==> config.mk <==
export PLATFORM = sky130hd
export DESIGN_NAME = param_subtractor_reg
export DESIGN_NICKNAME = d
export VERILOG_FILES = /design/src/rtl/param_subtractor_reg_pkg.sv /design/src/rtl/param_subtractor_reg_sub_slice.sv /design/src/rtl/param_subtractor_reg.sv
export SDC_FILE = /design/constraint.sdc
export NUM_CORES = 1
export LEC_CHECK = 0
export CORE_MARGIN = 2
export CORE_UTILIZATION = 28
export DETAILED_ROUTE_END_ITERATION = 10
export PLACE_DENSITY = 0.67
export SLEW_MARGIN = 40
export SYNTH_ARGS = -nofsm -noshare
export SYNTH_HDL_FRONTEND = slang
export SYNTH_HIERARCHICAL = 1
export SYNTH_SLANG_ARGS = --single-unit
==> constraint.sdc <==
create_clock -name clk -period 7.12 [get_ports clk]
set_input_delay 1.068 -clock clk [delete_from_list [all_inputs] [get_ports clk]]
set_output_delay 1.068 -clock clk [all_outputs]
set_load 0.05 [all_outputs]
==> src/rtl/param_subtractor_reg_pkg.sv <==
// Shared helpers for the registered ripple-borrow subtractor.
package param_subtractor_reg_pkg;

    // Number of slices needed to cover `width` bits with `slice_w`-bit slices.
    // The top slice is narrower when slice_w does not divide width.
    function automatic int slice_count(input int width, input int slice_w);
        return (width + slice_w - 1) / slice_w;
    endfunction

    // Width of slice `k`. Every slice is slice_w bits except possibly the top one.
    function automatic int slice_width(input int width, input int slice_w, input int k);
        int lo;
        lo = k * slice_w;
        return ((width - lo) < slice_w) ? (width - lo) : slice_w;
    endfunction

endpackage

==> src/rtl/param_subtractor_reg_sub_slice.sv <==
// One W-bit slice of the borrow-ripple subtract chain: d = x - y - bin.
module sub_slice #(
    parameter int W = 4
) (
    input  logic [W-1:0] x,
    input  logic [W-1:0] y,
    input  logic         bin,
    output logic [W-1:0] d,
    output logic         bout
);

    // One extra bit catches the borrow: it is set exactly when x < y + bin.
    logic [W:0] w_full;

    assign w_full = {1'b0, x} - {1'b0, y} - {{W{1'b0}}, bin};
    assign d      = w_full[W-1:0];
    assign bout   = w_full[W];

endmodule

==> src/rtl/param_subtractor_reg.sv <==
// Registered unsigned subtractor: diff = (a - b) mod 2^WIDTH, borrow = (a < b).
// The subtract is a combinational ripple of sub_slice instances feeding one
// output register stage, so latency is exactly one clock.
module param_subtractor_reg
    import param_subtractor_reg_pkg::*;
#(
    parameter int WIDTH   = 8,
    parameter int SLICE_W = 4
) (
    input  logic             clk,
    input  logic             rst,
    input  logic             in_valid,
    input  logic [WIDTH-1:0] a,
    input  logic [WIDTH-1:0] b,
    output logic             out_valid,
    output logic [WIDTH-1:0] diff,
    output logic             borrow
);

    localparam int N_SLICES = slice_count(WIDTH, SLICE_W);

    // w_borrow[k] is the borrow into slice k; w_borrow[N_SLICES] leaves the top.
    logic [N_SLICES:0] w_borrow;
    logic [WIDTH-1:0]  w_diff;

    logic              r_valid;
    logic [WIDTH-1:0]  r_diff;
    logic              r_borrow;

    assign w_borrow[0] = 1'b0;

    for (genvar k = 0; k < N_SLICES; k++) begin : g_slice
        localparam int LO = k * SLICE_W;
        localparam int SW = slice_width(WIDTH, SLICE_W, k);

        sub_slice #(
            .W (SW)
        ) u_slice (
            .x    (a[LO +: SW]),
            .y    (b[LO +: SW]),
            .bin  (w_borrow[k]),
            .d    (w_diff[LO +: SW]),
            .bout (w_borrow[k+1])
        );
    end

    // Output stage: capture a fresh result on in_valid, otherwise hold it and drop valid.
    always_ff @(posedge clk) begin
        if (rst) begin
            // NOTE: non-blocking assignments keep every flop sampling pre-edge values,
            // so ordering between statements here never changes behaviour.
            r_valid  <= 1'b0;
            r_diff   <= '0;
            r_borrow <= 1'b0;
        end else begin
            r_valid <= in_valid;
            // NOTE: a missing else inside always_ff means "hold" and builds an
            // enable flop; the same omission in always_comb would infer a latch.
            if (in_valid) begin
                r_diff   <= w_diff;
                r_borrow <= w_borrow[N_SLICES];
            end
        end
    end

    assign out_valid = r_valid;
    assign diff      = r_diff;
    assign borrow    = r_borrow;

endmodule

==> metrics, run 1 <==
final period utilization=0.5993; area delta synth->final=42.32%; die width=56.30 um; WP depth=15; antenna violations before repair=0; Slew headroom=0.6197; Post-CTS Setup Inserts=0; clock buffers created by TritonCTS=3; I/O Buffers=28; max_cap viols=0; post-CTS sizing=0; crit path kind=input pin to flop; starting density of the core=0.3009; Finished Core Util=0.4282; fin crit period=4.267 ns; setup violators final=0; DR WL/cell=9.532 um; CTS H-tree lvls=1; dpl cell area=0.001067 mm^2; Worst Setup SP=b[0]; CP Capture Type=flop; hold buffers post-CTS=0; R2R cell count=2; WL met1=577 um; root buf cell=clkbuf_4; distinct cell type count after synthesis=15; HPWL Detailed=1110 um; worst slew pin tran=0.5686 ns; Gate Count Post-Synth=80; Gate power share=0.485; worst min path class=flop to flop; Remaining DRCs=0; R2R Setup Slk=6.50 ns; Worst path slowest cell=fa_1; power density cells=185.6 mW/mm^2; Critical Path RT=7.31 ns; RSZ-0062 raised after global routing=false; clock tree from TritonCTS=built; largest net degree at the start of global routing=11; final setup margin=2.853 ns; met3 WL=105 um; register area share after synthesis=0.2614; syn avg cell area=9.572 um^2; CP delay by family, top=adder cells; data arrival time of the worst path=4.46 ns; maximum vdd drop=0.0001088 V; gr ovfl total=0; crit-path cells=clkdlybuf4s50_1 -> inv_1 -> fa_1 -> fa_1 -> nand2b_1 -> a21oi_2 -> xor2_1 -> inv_1 -> fa_1 -> fa_1 -> nand2b_1 -> a21oi_2 -> xor2_1 -> mux2i_1 -> nor2_1; clock power share=0.186; DIE AREA=0.003169 mm^2; CTS Buffer Depth=2; layout cells sized above 1=0.04587; top achievable clock speed=234.4 MHz; Clock Sinks=10; vias after detailed routing=584; hold_sp=diff[5]; clk_lat worst skew=0.25 ns; Placer Congestion=0.7310; final hold violations=0; Final TNS setup=0 ns; status=completed; Antenna Nets Post-Route=0; First DRT Iteration DRCs=7; drt pass-1 iters=4; post-synth net total=115; Max Slew Vio Count=0; dpl ws=2.563 ns; Max FO, Critical Path=2; internal cell power=0.1263 mW; Leak Pwr=0.5237 nW; total power=0.2023 mW; vias in the first global route=606; crit path launch type=input pin; core area=0.002545 mm^2; post-route clock skew=0 ns; Seq cells post-synth=10; n_diodes=0; final WL=1325 um; switch share=0.3755; Worst Setup EP=borrow; Die H=56.30 um; Flop pwr share=0.329; final net count=146; io pins=29; FP Rows=18; Sw Pwr=0.07595 mW; design area=0.001090 mm^2; Post-Syn Area=765.7 um^2; synth warn=6; area of the multi-input gates=489.2 um^2; WL met2=635 um; largest stage delay on the critical path=0.47 ns; reg2reg end=diff[6]; register area=200.2 um^2; GR Util All Layers=0.09335; reg-to-reg startpoint=diff[6]; Buf/Inv on CP=3; vias per inst=4.201; critical path's most frequent cell=fa_1; first-pass GRT wire length=2352 um; Top Layer Used=met4; Filler cells=268; Clk pin slew, worst setup/hold paths=0.06 ns
[final cells by class]
cell class,count,area share
Tap cell,30,0.03444
Timing Repair Buffer,28,0.2572
Multi-Input combinational cell,52,0.4489
Sequential cell,10,0.1837
Clock buffer,3,0.02067
Inverter,16,0.05511
[placed cells by master (no fill, tap or decap), types with 2 or more instances in the layout]
master,synthesis,routed
o21ai_0,2,2
nand3b_1,2,2
nor2_1,9,9
nand2b_1,2,2
clkdlybuf4s50_1,0,28
a21oi_2,2,2
fa_1,4,4
mux2i_1,9,9
xor2_1,8,8
dfxtp_1,10,10
ha_1,12,12
inv_1,16,16
clkbuf_4,0,3
[worst reg2reg max path, delay by kind of cell (launching register included)]
family / cells / cell delay, ns
DFF: 1 / 0.32
muxes: 1 / 0.12
and+or+nand+nor: 1 / 0.06
[synthesized netlist by cell type]
master | number | share of area
dfxtp_1 | 10 | 0.26
a21oi_2 | 2 | 0.023
nand2b_1 | 2 | 0.016
o21ai_0 | 2 | 0.013
ha_1 | 12 | 0.20
clkbuf_2 | 1 | 0.0065
nand3b_1 | 2 | 0.020
conb_1 | 1 | 0.0049
nor2b_1 | 1 | 0.0082
nor2_1 | 9 | 0.044
fa_1 | 4 | 0.10
inv_1 | 16 | 0.078
xor2_1 | 8 | 0.092
buf_6 | 1 | 0.015
mux2i_1 | 9 | 0.12
[kinds of logic after synthesis]
family,share of synthesized area
adder cells (fa/ha/maj),0.3007
buffers and inverters,0.09967
flip-flops,0.2614
AO/OA/AOI/OAI,0.03595
other,0.004897
multiplexers,0.1177
XOR/XNOR,0.09151
AND/OR/NAND/NOR,0.08823
[state kept, by name, summed over array words and instances (netlist names)]
register,count
diff,8
borrow,1
out_valid,1
[metal layers]
layer | up-vias | global-route usage
li1 | 305 | -
met1 | 257 | 0.1056
met2 | 20 | 0.1647
met3 | 2 | 0.02304
met4 | 0 | 0.04082
met5 | - | 0
[worst min-delay path by stage]
stage	depth (start not counted)	endpoint	slack, ns
final	2	diff[5]	0.49
after global routing	2	diff[4]	0.53
after CTS	2	diff[5]	0.50
after detailed placement	2	diff[5]	0.48
after global placement	2	diff[5]	0.47
after floorplan	2	borrow	0.74
[power by group through the flow]
| stage | clock network [mW] | logic (mW) | registers [mW] |
|---|---|---|---|
| 2_1_floorplan | 0 | 0.0433 | 0.0922 |
| 4_1_cts | 0.0397 | 0.100 | 0.0668 |
| 3_3_place_gp | 0 | 0.0974 | 0.0680 |
| 3_5_place_dp | 0 | 0.0997 | 0.0681 |
| 5_1_grt | 0.0418 | 0.109 | 0.0675 |
| 6_report | 0.0376 | 0.0981 | 0.0666 |
[per-stage QoR]
| stage | hold slack [ns] | instances |
|---|---|---|
| global placement | 0.4745 | 136 |
| detailed placement | 0.4800 | 136 |
| finish | 0.4947 | 139 |
| global route | 0.5279 | 139 |
| floorplan | 0.7370 | 80 |
| CTS | 0.4959 | 139 |
Power figures use the tool's default switching activity.
==> inputs of run 2 (changes only) <==
==> constraint.sdc (replaced) <==
create_clock -name clk -period 4.1 [get_ports clk]
set_input_delay 0.615 -clock clk [delete_from_list [all_inputs] [get_ports clk]]
set_output_delay 0.615 -clock clk [all_outputs]
set_load 0.05 [all_outputs]
==> metrics, run 2 (synthesized netlist as in run 1, its figures left out) <==
Final TNS setup=0 ns (unchanged); Max FO, Critical Path=2 (unchanged); I/O Buffers=28 (unchanged); core area=0.002545 mm^2 (unchanged); Clk pin slew, worst setup/hold paths=0.06 ns (about the same); final period utilization=0.9274; internal cell power=0.2397 mW (was 0.1263 mW); Clock Sinks=10 (unchanged); drt pass-1 iters=4 (unchanged); fin crit period=3.802 ns; crit-path cells=clkdlybuf4s50_1 -> inv_1 -> fa_1 -> fa_1 -> nand2b_1 -> a21oi_2 -> xor2_1 -> inv_1 -> fa_1 -> fa_1 -> nand2b_1 -> a21oi_2 -> xor2_1 -> mux2i_1 -> nor2_1 (unchanged); GR Util All Layers=0.09790 (was 0.09335); vias per inst=4.243 (was 4.201); layout cells sized above 1=0.05455 (was 0.04587); status=completed (unchanged); Remaining DRCs=0 (unchanged); final net count=146 (unchanged); maximum vdd drop=0.0001483 V (was 0.0001088 V); crit path launch type=input pin (unchanged); Top Layer Used=met4 (unchanged); worst min path class=flop to flop (unchanged); top achievable clock speed=263.0 MHz; WL met2=648 um (was 635 um); die width=56.30 um (unchanged); CP Capture Type=flop (unchanged); post-route clock skew=0 ns (unchanged); Critical Path RT=4.30 ns (was 7.31 ns); Slew headroom=0.6233 (was 0.6197); Die H=56.30 um (unchanged); post-CTS sizing=0 (unchanged); crit path kind=input pin to flop (unchanged); largest stage delay on the critical path=0.47 ns (about the same); gr ovfl total=0 (unchanged); clock power share=0.236 (was 0.186); critical path's most frequent cell=fa_1 (unchanged); Buf/Inv on CP=3 (unchanged); clock tree from TritonCTS=built (unchanged); DIE AREA=0.003169 mm^2 (unchanged); Gate power share=0.455 (was 0.485); Post-CTS Setup Inserts=0 (unchanged); antenna violations before repair=0 (unchanged); largest net degree at the start of global routing=11 (unchanged); worst slew pin tran=0.5633 ns (was 0.5686 ns); Leak Pwr=0.5309 nW (was 0.5237 nW); Finished Core Util=0.4336 (was 0.4282); n_diodes=0 (unchanged); Worst path slowest cell=fa_1 (unchanged); first-pass GRT wire length=2401 um (was 2352 um); area delta synth->final=44.12% (was 42.32%); hold buffers post-CTS=0 (unchanged); clk_lat worst skew=0.27 ns (was 0.25 ns); Sw Pwr=0.1364 mW (was 0.07595 mW); starting density of the core=0.3009 (unchanged); DR WL/cell=9.786 um (was 9.532 um); CTS Buffer Depth=2 (unchanged); Antenna Nets Post-Route=0 (unchanged); vias after detailed routing=594 (was 584); max_cap viols=0 (unchanged); hold slack=0.4945 ns (was 0.4947 ns); Max Slew Vio Count=0 (unchanged); final hold violations=0 (unchanged); WL met1=570 um (was 577 um); Largest register FFs=8 (unchanged); data arrival time of the worst path=4.01 ns (was 4.46 ns); commonest cells after routing, fill and taps aside=clkdlybuf4s50_1 (28), inv_1 (16), ha_1 (12) (unchanged); commonest non-fill, non-tap cell in the layout=clkdlybuf4s50_1 (unchanged); R2R Setup Slk=3.47 ns (was 6.50 ns); power density cells=340.7 mW/mm^2 (was 185.6 mW/mm^2); CTS H-tree lvls=1 (unchanged); Placer Congestion=0.7363 (was 0.7310); RSZ-0062 raised after global routing=false (unchanged); vias in the first global route=560 (was 606); clock buffers created by TritonCTS=3 (unchanged); design area=0.001104 mm^2 (was 0.001090 mm^2); setup violators final=0 (unchanged); root buf cell=clkbuf_4 (unchanged); met3 WL=122 um (was 105 um); io pins=29 (unchanged); HPWL Detailed=1191 um (was 1110 um); final WL=1370 um (was 1325 um); dpl cell area=0.001067 mm^2 (unchanged); CP delay by family, top=adder cells (unchanged); Flop pwr share=0.309 (was 0.329); FP Rows=18 (unchanged); First DRT Iteration DRCs=9 (was 7); switch share=0.3627 (was 0.3755)
[run 2: worst paths after layout]
check             startpoint       to  depth (start not counted)
setup / recovery        b[0]   borrow                         15
hold / removal        borrow   borrow                          2
setup reg to reg     diff[6]  diff[6]                          2
hold reg to reg       borrow   borrow                          2
[run 2: worst register-to-register path: stages, from the launching register on]
cell,delay (ns)
dfxtp_1,0.32
mux2i_1,0.14
nor2_1,0.06
[run 2: power by group through the flow]
stage          Sequential [mW]  Combinational (mW)  Clock [mW]
6_report                 0.116               0.171      0.0887
5_1_grt                  0.118               0.189      0.0989
4_1_cts                  0.117               0.174      0.0915
3_5_place_dp             0.119               0.174           0
3_3_place_gp             0.118               0.170           0
2_1_floorplan            0.160              0.0752           0
[run 2: through the flow]
stage / std cells / total power [mW] / setup WS, ns
after floorplan: 80 / 0.2354 / 0.6528
after global placement: 136 / 0.2876 / 0.03407
after detailed placement: 136 / 0.2927 / -0.002145
after CTS: 140 / 0.3822 / 0.2718
after global routing: 140 / 0.4061 / 0.1190
final: 140 / 0.3760 / 0.2976
[run 2: layout make-up]
type | count | area [um^2]
repair buffers | 28 | 280.3
clock buffers | 4 | 36.28
inverters | 16 | 60.06
fillers | 273 | 1441
flip-flops and latches | 10 | 200.2
well taps | 30 | 37.54
multi-input cells | 52 | 489.2
[run 2: routing by layer]
metal  vias to the layer above  global-route usage
met5                         -                   0
met4                         0             0.06122
met3                         3             0.03226
met2                        23              0.1580
met1                       262              0.1105
li1                        306                   -
